===== config.mk =====
export PLATFORM = sky130hd
export DESIGN_NAME = spi_csr_bank
export DESIGN_NICKNAME = d
export VERILOG_FILES = /design/src/rtl/spi_csr_bank.sv
export SDC_FILE = /design/constraint.sdc
export NUM_CORES = 1
export LEC_CHECK = 0
export BUFFER_PORTS_ARGS = -buffer_cell sky130_fd_sc_hd__buf_2
export CORE_ASPECT_RATIO = 1.5
export CORE_UTILIZATION = 48
export DETAILED_ROUTE_END_ITERATION = 8
export HOLD_SLACK_MARGIN = 0.15
export PLACE_DENSITY_LB_ADDON = 0.1
export SYNTH_ARGS = -nofsm -noshare
export SYNTH_HDL_FRONTEND = slang
export SYNTH_SLANG_ARGS = --single-unit

===== constraint.sdc =====
create_clock -name clk -period 2.6 [get_ports clk]
set_input_delay 0.13 -clock clk [delete_from_list [all_inputs] [get_ports clk]]
set_output_delay 0.13 -clock clk [all_outputs]
set_load 0.02 [all_outputs]

===== src/rtl/spi_csr_bank.sv =====
// SPI mode-3 slave exposing NUM_REGS 8-bit control/status registers with read-back,
// read-only status slots, per-register write/read strobes and optional address auto-increment.
module spi_csr_bank #(
    parameter int unsigned           NUM_REGS     = 16,
    parameter logic [NUM_REGS*8-1:0] RESET_VALUES = '0,
    parameter logic [NUM_REGS-1:0]   RO_MASK      = '0,
    parameter logic [NUM_REGS-1:0]   WSTROBE_MASK = '0,
    parameter logic [NUM_REGS-1:0]   NOINC_MASK   = '0
) (
    input  logic                  clk,
    input  logic                  rst_n,
    input  logic                  spi_cs,
    input  logic                  spi_sck,
    input  logic                  spi_mosi,
    output logic                  spi_miso,
    input  logic [NUM_REGS*8-1:0] csr_status,
    output logic [NUM_REGS*8-1:0] csr_regs,
    output logic [NUM_REGS-1:0]   csr_wstb,
    output logic [NUM_REGS-1:0]   csr_rstb,
    output logic                  csr_err
);

    localparam int unsigned AW = (NUM_REGS > 1) ? $clog2(NUM_REGS) : 1;

    typedef enum logic [1:0] {IDLE, ADDR, DATA} state_e;

    state_e                state_q, state_d;
    logic                  sck_q;
    logic [2:0]            bit_cnt_q, bit_cnt_d;
    logic [7:0]            rx_q, rx_d;
    logic [7:0]            tx_q, tx_d;
    logic                  miso_q, miso_d;
    logic                  rd_q, rd_d;
    logic [6:0]            addr_q, addr_d;
    logic                  pend_q, pend_d;
    logic                  pend_data_q, pend_data_d;
    logic                  fetch_q, fetch_d;
    logic                  err_q, err_d;
    logic [NUM_REGS-1:0]   wstb_q, wstb_d;
    logic [NUM_REGS-1:0]   rstb_q, rstb_d;
    logic [7:0]            regs_q [NUM_REGS];
    logic [7:0]            regs_d [NUM_REGS];

    logic                  sck_rise, sck_fall;
    logic                  addr_valid;
    logic [AW-1:0]         idx;
    logic [7:0]            rd_val;

    assign sck_rise   = spi_sck & ~sck_q;
    assign sck_fall   = ~spi_sck & sck_q;
    assign addr_valid = (32'(addr_q) < NUM_REGS);
    assign idx        = addr_q[AW-1:0];

    always_comb begin
        rd_val = 8'h00;
        if (addr_valid) begin
            if (RO_MASK[idx]) rd_val = csr_status[{idx, 3'b000} +: 8];
            else              rd_val = regs_q[idx];
        end
    end

    always_comb begin
        state_d     = state_q;
        bit_cnt_d   = bit_cnt_q;
        rx_d        = rx_q;
        tx_d        = tx_q;
        miso_d      = miso_q;
        rd_d        = rd_q;
        addr_d      = addr_q;
        pend_d      = 1'b0;
        pend_data_d = pend_data_q;
        fetch_d     = 1'b0;
        err_d       = err_q;
        wstb_d      = '0;
        rstb_d      = '0;
        regs_d      = regs_q;

        // A completed byte commits one clk later even if cs has since risen.
        if (pend_q) begin
            fetch_d = 1'b1;
            if (pend_data_q) begin
                if (addr_valid) begin
                    if (!rd_q && !RO_MASK[idx]) begin
                        regs_d[idx] = rx_q;
                        if (WSTROBE_MASK[idx]) wstb_d[idx] = 1'b1;
                    end
                end else begin
                    err_d = 1'b1;
                end
                if (!(addr_valid && NOINC_MASK[idx])) addr_d = addr_q + 7'd1;
            end
        end

        case (state_q)
            IDLE: begin
                bit_cnt_d = '0;
                tx_d      = 8'hFF;
                if (!spi_cs) begin
                    state_d = ADDR;
                    err_d   = 1'b0;
                end
            end
            default: begin
                if (spi_cs) begin
                    state_d   = IDLE;
                    bit_cnt_d = '0;
                    tx_d      = 8'hFF;
                end else begin
                    if (fetch_q) begin
                        tx_d = rd_val;
                        if (addr_valid) begin
                            if (rd_q) rstb_d[idx] = 1'b1;
                        end else begin
                            err_d = 1'b1;
                        end
                    end else if (sck_fall) begin
                        miso_d = tx_q[7];
                        tx_d   = {tx_q[6:0], 1'b0};
                    end
                    if (sck_rise) begin
                        rx_d      = {rx_q[6:0], spi_mosi};
                        bit_cnt_d = bit_cnt_q + 3'd1;
                        if (bit_cnt_q == 3'd7) begin
                            pend_d      = 1'b1;
                            pend_data_d = (state_q == DATA);
                            if (state_q == ADDR) begin
                                rd_d    = rx_q[6];
                                addr_d  = {rx_q[5:0], spi_mosi};
                                state_d = DATA;
                            end
                        end
                    end
                end
            end
        endcase
    end

    always_ff @(posedge clk or negedge rst_n) begin
        if (!rst_n) begin
            state_q     <= IDLE;
            sck_q       <= 1'b1;
            bit_cnt_q   <= '0;
            rx_q        <= '0;
            tx_q        <= 8'hFF;
            miso_q      <= 1'b1;
            rd_q        <= 1'b0;
            addr_q      <= '0;
            pend_q      <= 1'b0;
            pend_data_q <= 1'b0;
            fetch_q     <= 1'b0;
            err_q       <= 1'b0;
            wstb_q      <= '0;
            rstb_q      <= '0;
            for (int unsigned i = 0; i < NUM_REGS; i++) begin
                regs_q[i] <= RO_MASK[i] ? 8'h00 : RESET_VALUES[8*i +: 8];
            end
        end else begin
            state_q     <= state_d;
            sck_q       <= spi_sck;
            bit_cnt_q   <= bit_cnt_d;
            rx_q        <= rx_d;
            tx_q        <= tx_d;
            miso_q      <= miso_d;
            rd_q        <= rd_d;
            addr_q      <= addr_d;
            pend_q      <= pend_d;
            pend_data_q <= pend_data_d;
            fetch_q     <= fetch_d;
            err_q       <= err_d;
            wstb_q      <= wstb_d;
            rstb_q      <= rstb_d;
            regs_q      <= regs_d;
        end
    end

    always_comb begin
        csr_regs = '0;
        for (int unsigned i = 0; i < NUM_REGS; i++) begin
            csr_regs[8*i +: 8] = RO_MASK[i] ? 8'h00 : regs_q[i];
        end
    end

    assign spi_miso = miso_q;
    assign csr_wstb = wstb_q;
    assign csr_rstb = rstb_q;
    assign csr_err  = err_q;

endmodule


=== Yosys cells after proc, flatten, opt, wreduce, memory -nomap -nowiden ===
Memories as Yosys holds them, arrays and structs flattened.
Index checks and enable logic that the tools add are counted.

* Memories kept: 1
* ROM bits: 16
* Flip-flop bits (word level): 195
* Output and inout port bits: 162

{| class="wikitable"
|+ Memories
! name !! depth !! bits a word !! read ports !! clocked after Yosys merged registers in !! wr ports !! line !! RTL
|-
| (no name shown) || 16 || 1 || 1 || 0 || 0 || 90 || <nowiki>if (!(addr_valid && NOINC_MASK[idx])) addr_d = addr_q + 7'd1;</nowiki>
|}

* Equal/unequal tests: 4
* Order comparisons: 5
* Shift operators: 1
* Muxes and demuxes: 55
* Add/subtract/negate cells: 2
* Bitwise gates (word level): 8
* Reductions and logical operators: 17

{| class="wikitable"
|+ Operators by type and width
! cell !! count
|-
| 16-bit 2-to-1 mux || 10
|-
| 128-bit bitwise mux || 1
|-
| 128-bit by 8-bit variable part select with 8-bit output || 1
|-
| 8-bit 2-to-1 mux || 9
|-
| 7-bit 2-to-1 mux || 8
|-
| 8-bit binary-select mux with 4-bit select || 1
|-
| 8-bit demux with 4-bit select || 1
|-
| 4-bit AND reduction || 4
|-
| 1-bit 2-to-1 mux || 15
|-
| 2-bit 2-to-1 mux || 6
|-
| 3-bit 2-to-1 mux || 3
|-
| 3-bit nonzero test || 3
|-
| 7-bit by 1-bit adder with 7-bit output, second input constant || 1
|-
| 7-bit by 5-bit < comparator with 1-bit output, second input constant || 1
|-
| 5-bit >= comparator, second input constant || 1
|-
| 4-bit by 5-bit < comparator with 1-bit output, second input constant || 1
|-
| 5-bit by 1-bit < comparator with 1-bit output, second input constant || 1
|-
| 1-bit NOT || 5
|-
| 4-bit NOT with 5-bit output || 1
|-
| 5-bit AND reduction || 1
|-
| 1-bit demux with 4-bit select || 1
|-
| 4-bit by 1-bit >= comparator with 1-bit output, second input constant || 1
|-
| 1-bit logical AND || 4
|-
| 4-bit nonzero test || 1
|-
| other kinds (9) || 11
|}

=== Longest topological paths before layout ===
* Word-level depth: 11
* Depth in mapped cells: 8
* Depth with buffers taken out: 6

=== Least setup slack after synthesis ===
OpenSTA, ideal clock, no wires.

* Path kind: register -> register
* Start point: register addr_q[0]
* End point: register regs_q, in the netlist csr_regs[16]
* Clock period less this slack: 2017 ps
* Buffers on the path: 2
* Setup slack: 583 ps
* Data arrival time: 1892 ps
* Stages on the path, launching flop included: 9
* Cell sequence: dfrtp_1 -> buf_2 -> buf_2 -> inv_1 -> ha_1 -> inv_1 -> nor3_4 -> nand2_2 -> mux2_2

* Word-level cells in the longest chain between the ends: 6
* Elaborated cells between the ends (all ways): 13

{| class="wikitable"
|+ Ends and longest elaborated chain
! item !! line !! RTL
|-
| from (decl) || 34 || <nowiki>logic [6:0] addr_q, addr_d;</nowiki>
|-
| from (signal assigned) || 165 || <nowiki>addr_q <= addr_d;</nowiki>
|-
| 4-bit NOT with 5-bit output (implied by the code) || 84 || <nowiki>regs_d[idx] = rx_q;</nowiki>
|-
| 5-bit >= comparator (implied by the code) or 5-bit by 1-bit < comparator with 1-bit output (tied branches) || 84 ||
|-
| 1-bit logical AND (implied by the code) || 84 ||
|-
| 8-bit 2-to-1 mux (implied by the code) || 84 ||
|-
| 8-bit demux with 4-bit select || 84 ||
|-
| 128-bit bitwise mux || 84 ||
|-
| to (signal, indexed assignment) || 155 || <nowiki>regs_q[i] <= RO_MASK[i] ? 8'h00 : RESET_VALUES[8*i +: 8];</nowiki>
|-
| to (signal assigned) || 172 || <nowiki>regs_q <= regs_d;</nowiki>
|-
| to (decl) || 41 || <nowiki>logic [7:0] regs_q [NUM_REGS];</nowiki>
|}

Several ways; a longest one is shown, not always the timed one. The select of a mux whose other input is x is not followed.
A chain may end at the register's enable or synchronous reset.

=== Worst setup path after layout ===
* Start point: register addr_q[6]
* End point: register regs_q, in the netlist csr_regs[125]

* Word-level cells in the longest chain between the ends: 2

{| class="wikitable"
|+ Ends and longest elaborated chain
! item !! line !! RTL
|-
| 7-bit by 5-bit < comparator with 1-bit output || 51 || <nowiki>assign addr_valid = (32'(addr_q) < NUM_REGS);</nowiki>
|-
| 4-bit AND reduction (no line) || n/a ||
|}

No other way between the ends.

==> impl_metrics.py <==
metrics = {
    "power_and_ir_drop": {
        "vdd.ir_drop.worst_mv": 0.4771,
        "leakage_nw": 5.202,
        "power.density_nw_per_um2": 592.6,
    },
    "clock_tree": {
        "clk_path_buf_depth": 2,
        "postCtsSetupRepairBufs": 0,
        "h-tree-depth": 4,
        "cts_root_buffer": "clkbuf_16",
        "clkTransAtPathRegs_ns": 0.06,
        "cts_tree": "done",
        "cts-resized-gates": 0,
        "cts_made_buffers": 17,
        "cts.sinks": 179,
        "clk_latency_ns": 0.43,
    },
    "logic_synthesis": {
        "ys_ff_latch": 179,
        "synthFlopType": "dfrtp_1",
        "synth-async-reset-ratio_pct": 100.0,
        "yosysWarnings": 0,
        "synth.largest_area_cell": "dfrtp_1",
        "synth_cell_type_count": 42,
        "yosysTopAreaCellShare_pct": 51.69,
        "yosysSeqAreaShare_pct": 54.90,
        "synth-edff-count": 0,
        "synth_top_cells_by_area": "dfrtp_1 52%, mux2_2 19%, mux4_2 8.8%",
        "synth_area_um2": 8182,
        "yosysMostFrequentCell": "dfrtp_1",
        "syn_inst": 564,
        "synth.top_cells.by_count": "169 x dfrtp_1, 139 x mux2_2, 32 x mux4_2",
        "syn_avg_cell_area_um2": 14.51,
    },
    "global_route": {
        "grt_max_degree": 86,
        "track_usage_pct": 25.21,
        "antenna_found_initial": 0,
        "grt_overflow": 0,
        "grt_pass1_vias": 5436,
        "grt_pass1_wl_mm": 32.08,
    },
    "sta": {
        "hold_violations": 0,
        "rsz0062_at_grt": "false",
        "worst_slew_pin_slew_ns": 0.8340,
        "finalSetupViolCount": 0,
        "min_period_over_period_pct": 84.95,
        "skew_ns": 0.008168,
        "fin_setup_tns_ns": 0,
        "fin_ws_ns": 0.3912,
        "max_slew_margin_pct": 44.40,
        "slew_violations": 0,
        "fin_crit_ns": 2.209,
        "fmax_mhz": 452.7,
    },
    "detailed_routing": {
        "drcViolationCount": 0,
        "first_pass_iters": 4,
        "routed_wl_mm": 20.32,
        "ant_nets": 0,
        "post_drt_via_cell_ratio": 5.496,
        "dr_total_vias": 5139,
        "drt_iter0_markers": 216,
        "wl_per_cell_um": 21.74,
    },
    "critical_path": {
        "criticalPathCategory": "reg2reg",
        "critPathMaxFanout": 8,
        "cp-start-kind": "flop",
        "end_kind": "flop",
        "cp.required_ns": 2.91,
        "crit_arrival_ns": 2.52,
    },
    "layout": {
        "utilization_pct": 58.40,
        "area_growth_pct": 19.13,
        "stdcell_count": 935,
        "nets": 851,
        "fin_area_um2": 9747,
        "n_fill_cell": 1405,
        "drive_gt1_share_pct": 54.62,
        "diodes": 0,
        "multi_input_area_um2": 3451,
        "seq_area_um2": 4493,
    },
    "place": {
        "numPortBuffers": 150,
        "post_dp_cell_area_um2": 9105,
        "gp_congestion": 0.8332,
        "dp.cells": 899,
        "dp_hpwl_mm": 14.17,
        "preCtsSetupSlack_ns": 0.4088,
    },
    "run_status": {
        "status": "complete, no violations",
    },
    "floorplanning": {
        "initial_utilization_pct": 49.02,
        "fp-row-count": 58,
        "fp.dieW_um": 108.6,
        "io_pins": 295,
        "die_h_um": 161.9,
        "die-area_um2": 17580,
        "core_um2": 16690,
    },
    "flow_run": {
        "drv_cap": 0,
    },
    "worst_hold_path": {
        "min_path_type": "in2async",
    },
}
==> cell type report <==
| cell class | count | area share [%] |
|---|---|---|
| clock buffer | 21 | 4.621 |
| clock inverter | 11 | 1.553 |
| inverter | 7 | 0.2696 |
| multi-input combinational | 341 | 35.40 |
| sequential | 179 | 46.10 |
| tap | 210 | 2.696 |
| timing repair buffer | 166 | 9.358 |
==> worst max-delay path: stages, from the launching register on <==
cell and delay, ns:
dfrtp_1 0.42, or4_4 0.63, nor3_4 0.35, nand3_2 0.32, mux2_2 0.36
==> metal layers <==
layer	global-route usage (%)	vias to the layer above	share of wire [%]	wire length (µm)
met2	42.66	134	53	10870
met5	0	-	0	0
met1	31.66	2675	40	8141
li1	-	2304	-	-
met4	8.845	0	2.0	416
met3	5.538	26	4.4	900
==> layout by cell type (no fill, tap or decap), types with 13 or more instances in the layout <==
cell type,instances
mux2_2,139
clkbuf_16,17
conb_1,16
buf_2,149
mux4_2,32
nand2_1,25
mux2i_1,18
nand2_2,13
dfrtp_1,168
==> cells by family (layout without fill, tap and decap cells) <==
group                      after synthesis  count (layout)  synth area share, %
DFF                                    179             179                54.90
other                                    1              16              0.04583
AOI/OAI and AO/OA                       28              28                2.493
and+or+nand+nor                         95              95                7.142
xor gates and xnor gates                 7               7               0.7494
muxes                                  189             189                30.14
buffers and inverters                   59             205                3.609
adders and majority gates                6               6               0.9175
==> where the power goes <==
| group | internal, mW | switching [mW] | total [mW] | leakage (nW) |
|---|---|---|---|---|
| registers | 2.81 | 0.193 | 3.01 | 2.42 |
| clock network | 1.54 | 1.07 | 2.62 | 0.280 |
| logic | 0.0530 | 0.0976 | 0.151 | 2.50 |
| total | 4.41 | 1.36 | 5.78 | 5.20 |
==> final timing paths <==
| kind | start | to | slack, ns | cells after the start |
|---|---|---|---|---|
| min in group clk | spi_sck | sck_q | 0.38 | 2 |
| worst min-delay path | rst_n | bit_cnt_q[0] | 0.34 | 2 |
| worst min register to register | pend_q | fetch_q | 0.45 | 0 |
| max in group asynchronous | rst_n | csr_regs[76] | 1.43 | 3 |
| worst max register to register | addr_q[6] | csr_regs[125] | 0.39 | 4 |
| worst max-delay path | addr_q[6] | csr_regs[125] | 0.39 | 4 |
==> through the flow <==
stage | power (mW) | hold WS (ns)
detailed placement | 3.209 | 0.2541
finish | 5.776 | 0.3449
global placement | 3.194 | 0.2311
floorplan | 3.078 | -0.1656
global route | 5.974 | 0.3673
CTS | 5.831 | 0.3652
==> flip-flops by register name, summed over array words and instances (netlist names), 2 cells and up <==
register   flops
bit_cnt_q      3
state_q        2
csr_rstb      16
csr_regs     128
rx_q           8
tx_q           8
addr_q         7
==> repair_timing <==
| action | CTS | global route |
|---|---|---|
| endpoints found under the setup margin | 0 | 0 |
| hold endpoints to repair | 79 | 0 |
| hold buffers | 4 | 0 |
(Power assumes the default switching activity.)
